==> src/rtl/ifu_fetch.sv <==
// Instruction fetch stage: PC register, async instruction memory read,
// and IF/ID register with address-error flagging and fetch counting.
module ifu_fetch #(
  parameter logic [31:0] PC_RESET = 32'h0000_3000,
  parameter int          IM_WORDS = 1024
) (
  input  logic        clk,
  input  logic        reset,
  input  logic        stall,
  input  logic        br_valid,
  input  logic [31:0] br_target,
  input  logic [31:0] instr,
  output logic [9:0]  addr,
  output logic [31:0] pc,
  output logic [31:0] ir,
  output logic [31:0] ir_pc,
  output logic        ir_valid,
  output logic        exc_adel,
  output logic [31:0] fetch_cnt
);

  typedef enum logic {
    BOOT,
    RUN
  } state_t;

  // 33-bit bound so the window end never wraps
  localparam logic [32:0] PC_LIM =
    {1'b0, PC_RESET} + (33'(IM_WORDS) << 2);

  state_t      state_q;
  state_t      state_d;
  logic [31:0] pc_d;
  logic [31:0] ir_d;
  logic [31:0] ir_pc_d;
  logic        ir_valid_d;
  logic        exc_adel_d;
  logic [31:0] fetch_cnt_d;
  logic        legal;

  assign addr = pc[11:2];

  assign legal = (pc[1:0] == 2'b00)
              && (pc >= PC_RESET)
              && ({1'b0, pc} < PC_LIM);

  always_ff @(posedge clk or posedge reset) begin
    if (reset) begin
      state_q   <= BOOT;
      pc        <= PC_RESET;
      ir        <= '0;
      ir_pc     <= '0;
      ir_valid  <= 1'b0;
      exc_adel  <= 1'b0;
      fetch_cnt <= '0;
    end else begin
      state_q   <= state_d;
      pc        <= pc_d;
      ir        <= ir_d;
      ir_pc     <= ir_pc_d;
      ir_valid  <= ir_valid_d;
      exc_adel  <= exc_adel_d;
      fetch_cnt <= fetch_cnt_d;
    end
  end

  always_comb begin
    state_d     = state_q;
    pc_d        = pc;
    ir_d        = ir;
    ir_pc_d     = ir_pc;
    ir_valid_d  = ir_valid;
    exc_adel_d  = exc_adel;
    fetch_cnt_d = fetch_cnt;
    unique case (state_q)
      BOOT: begin
        state_d = RUN;
      end
      RUN: begin
        // redirect wins over stall so it is never lost
        if (br_valid) begin
          pc_d       = br_target;
          ir_d       = '0;
          ir_valid_d = 1'b0;
          exc_adel_d = 1'b0;
        end else if (!stall) begin
          pc_d        = pc + 32'd4;
          ir_d        = legal ? instr : '0;
          ir_pc_d     = pc;
          ir_valid_d  = 1'b1;
          exc_adel_d  = !legal;
          fetch_cnt_d = fetch_cnt + 32'd1;
        end
      end
      default: state_d = BOOT;
    endcase
  end

endmodule

==> config.mk <==
export PLATFORM = sky130hd
export DESIGN_NAME = ifu_fetch
export DESIGN_NICKNAME = d
export VERILOG_FILES = /design/src/rtl/ifu_fetch.sv
export SDC_FILE = /design/constraint.sdc
export NUM_CORES = 1
export LEC_CHECK = 0
export BUFFER_PORTS_ARGS = -buffer_cell sky130_fd_sc_hd__buf_2
export CAP_MARGIN = 20
export CORE_MARGIN = 3
export CORE_UTILIZATION = 40
export CTS_CLUSTER_DIAMETER = 60
export DETAILED_ROUTE_END_ITERATION = 6
export HOLD_SLACK_MARGIN = 0.1
export PLACE_DENSITY = 0.73
export SETUP_SLACK_MARGIN = 0.5
export SYNTH_ARGS = -nofsm -noshare
export SYNTH_HDL_FRONTEND = slang
export SYNTH_SLANG_ARGS = --single-unit
==> constraint.sdc <==
create_clock -name clk -period 11.3 [get_ports clk]
set_input_delay 3.39 -clock clk [delete_from_list [all_inputs] [get_ports clk]]
set_output_delay 3.39 -clock clk [all_outputs]
set_load 0.005 [all_outputs]
==> summary.md <==
| Metric | Value |
|---|---|
| Peak Freq | ~180 MHz |
| Worst hold endpoint | ir_pc[31] |
| FF-to-FF setup slack | 8960 ps |
| DIE AREA | 16900 um^2 |
| First-pass GRT wire length | roughly 28000 um |
| Synth-to-Final Area Change | 28.6% |
| Fin area | about 8000 um^2 |
| Wire per inst | approximately 18 um |
| Most frequent cells in the layout | 207 x buf_2, 129 x dfrtp_1, 116 x nand2_1, 34 x a22o_1, 29 x nand3_1 |
| Drc violations | 0 |
| Via density | 5.58 |
| Gr usage total | 0.210 |
| Synth Area in XOR/XNOR | 0.0442 |
| Hold Path Cell Cnt | 2 |
| Leak | 0.00396 uW |
| Layout Skew | between 4 and 5 ps |
| Hold Path Class | register to register |
| Placer Congestion | just under 0.9 |
| Crit Reg-Reg Startpoint | pc[6] |
| Final TNS setup | 0 ps |
| Synth area leaders | dfrtp_1 53%, nand2_1 7.1%, a22o_1 4.8% |
| RR Endpoint | pc[28] |
| Post-DRT Antenna Nets | 0 |
| Peak VDD IR | 99.4 uV |
| Overall Power | 1370 uW |
| Iter 0 DRT Violations | 442 |
| Effective utilization at floorplan | 0.415 |
| Cell total after placement | 969 |
| Clock buffer depth | 2 |
| Final WL | 17600 um |
| Unrepaired setup endpoints after global routing | no |
| Synth Area in Adders | 0.00611 |
| Fillcell total | 1348 |
| Syn_nets | 691 |
| Vias | 5588 |
| Pwr/cell area | 173 nW/um^2 |
| Core area | 14800 um^2 |
| Critical path type | primary input to register |
| Mean Syn Cell Area | between 9 and 10 um^2 |
| Seq/Total Area, Yosys | 0.534 |
| Reg2reg path depth | 4 |
| Commonest non-fill, non-tap cell in the layout | buf_2 |
| Status | finished, final reports clean |
| Die height | 130 um |
| CTS sink cnt | 131 |
| Global route overflow | 0 |
| Fin. max-slew vios | 0 |
| H-tree depth | 4 |
| CTS clk-pin slew, worst paths | 60 ps |
| Drt pass-1 iters | 5 |
| Tcrit/Tclk final | 0.480 |
| I/O pin count | approximately 210 |
| Finished Layout Cells | 1002 |
| YS warnings | 0 |
| Worst EP required | 11610 ps |
| Ys flop type | dfrtp_1 |
| Mapped Area | between 6000 and 7000 um^2 |
| Crit path max fanout | 48 |
| Synth Area in Compound Gates | 0.140 |
| Main combinational cell family by area after synthesis | simple AND/OR/NAND/NOR gates |
| Synth area leader | dfrtp_1 |
| CP Capture Type | register |
| Top-area cell type share of the netlist area | 0.525 |
| Post-Synthesis Cells | 620 |
| Post-synth EDFFs | 0 |
| Hold Fails Final Rpt | 0 |
| DR top layer | met4 |
| Critical Path AT | 5730 ps |
| Port bufs | slightly above 200 |
| Worst-Skew Late Latency | 410 ps |
| Yosys reg bits | 131 |
| Final setup viols | 0 |
| Fraction of registers with async set/reset | 1.00 |
| CTS tree | built |
| Die W | 130 um |
| CTS Buf Count | 17 |
| Slew @ Worst Pin | 1020 ps |
| Final #Nets | 875 |
| Simple-gate share of the synthesized area | 0.221 |
| Rows | 44 |
| Fraction of layout cells with a size suffix above 1 | 0.317 |
| Multi-input gate area | 2620 um^2 |
| Hold_sp | ir_pc[31] |
| Critical path launch point type | primary input |
| Mux contribution to synthesized area | 0.0102 |
| Routed met2 length | around 8000 um |
| Metal-1 WL | about 7600 um |
| Largest net degree at the start of global routing | 70 |
| Hold-fix buffers at CTS | 0 |
| Post-DP HPWL | 12000 um |
| Final Core Density | 0.534 |
| Met3 WL | 1340 um |
| Post-CTS setup repair buffer count | 0 |
| Distinct cell type count after synthesis | 55 |
| Max-Cap Viols | 0 |
| PostCTS Resize Cnt | 0 |
| Register area | 3280 um^2 |
| Initial antenna violation count | 1 |
| Min Tclk post-route | 5420 ps |
| Root Driver | clkbuf_16 |
| Vias in the first global route | between 5000 and 6000 |
| Slew margin rel. | 0.316 |
| Post-DP Area | 7260 um^2 |
[per-stage QoR]
step	hold slack [ps]	worst slack, ps
5_1_grt	483	5620
6_report	468	5880
3_3_place_gp	455	5580
4_1_cts	470	5940
2_1_floorplan	468	4420
3_5_place_dp	457	5500
[synth_stat cells (3+ instances only)]
cell type / instances
buf_2: 7
a31oi_1: 3
nor2b_1: 5
o211ai_1: 4
nand2_1: 116
or4_1: 3
a211oi_1: 3
mux2i_1: 4
nand3_1: 29
xnor2_1: 24
clkbuf_1: 28
inv_1: 11
nor4_1: 13
nor2_1: 19
and3_1: 11
or3_1: 7
a22o_1: 34
a21oi_1: 25
o22ai_1: 4
o21ai_0: 22
nand4b_1: 5
ha_1: 3
o41ai_1: 4
nor3_1: 9
xor2_1: 7
buf_1: 4
nand4_1: 23
and4_1: 8
nand3b_1: 6
dfrtp_1: 129
a311oi_1: 5
buf_4: 10
[worst max-delay path by stage]
stage	start	endpoint	cells after the start
final	br_valid	pc[29]	6
after global routing	br_valid	pc[29]	6
after CTS	br_valid	pc[21]	6
after detailed placement	br_valid	pc[21]	6
after global placement	br_valid	pc[21]	6
after floorplan	reset	exc_adel	1
[routing by layer]
layer,vias up,track usage
met1,2687,0.281
met5,-,0
li1,2605,-
met4,0,0.112
met2,254,0.319
met3,42,0.0483
[cells by family after synthesis]
| group | Yosys count |
|---|---|
| fa+ha+maj | 3 |
| other cells | 1 |
| buf+inv | 60 |
| compound gates | 122 |
| simple gates | 266 |
| flops | 131 |
| mux | 6 |
| xor+xnor | 31 |
[layout make-up]
class,instances,area share
Antenna cell,1,0.000317
Clock buffer,23,0.0617
Clock inverter,9,0.0190
Inverter,11,0.00586
Multi-Input combinational cell,429,0.331
Sequential cell,131,0.415
Tap cell,184,0.0291
Timing Repair Buffer,214,0.138
[worst max-delay path: stages]
cell and delay [ps]:
buf_2 680, inv_1 690, a21boi_1 280, buf_4 290, o21ai_0 120, a311oi_1 240
[flip-flops by register name, indices dropped and copies added (netlist names)]
signal,flops
state_q,1
exc_adel,1
fetch_cnt,32
ir_pc,32
ir_valid,1
pc,32
ir,32
[where the power goes]
group          total [uW]  switching, uW  internal [uW]
registers             588           68.8            519
clock network         588            196            392
logic                 191            105           85.8
total                1370            370            996
Power figures use the tool's default switching activity.
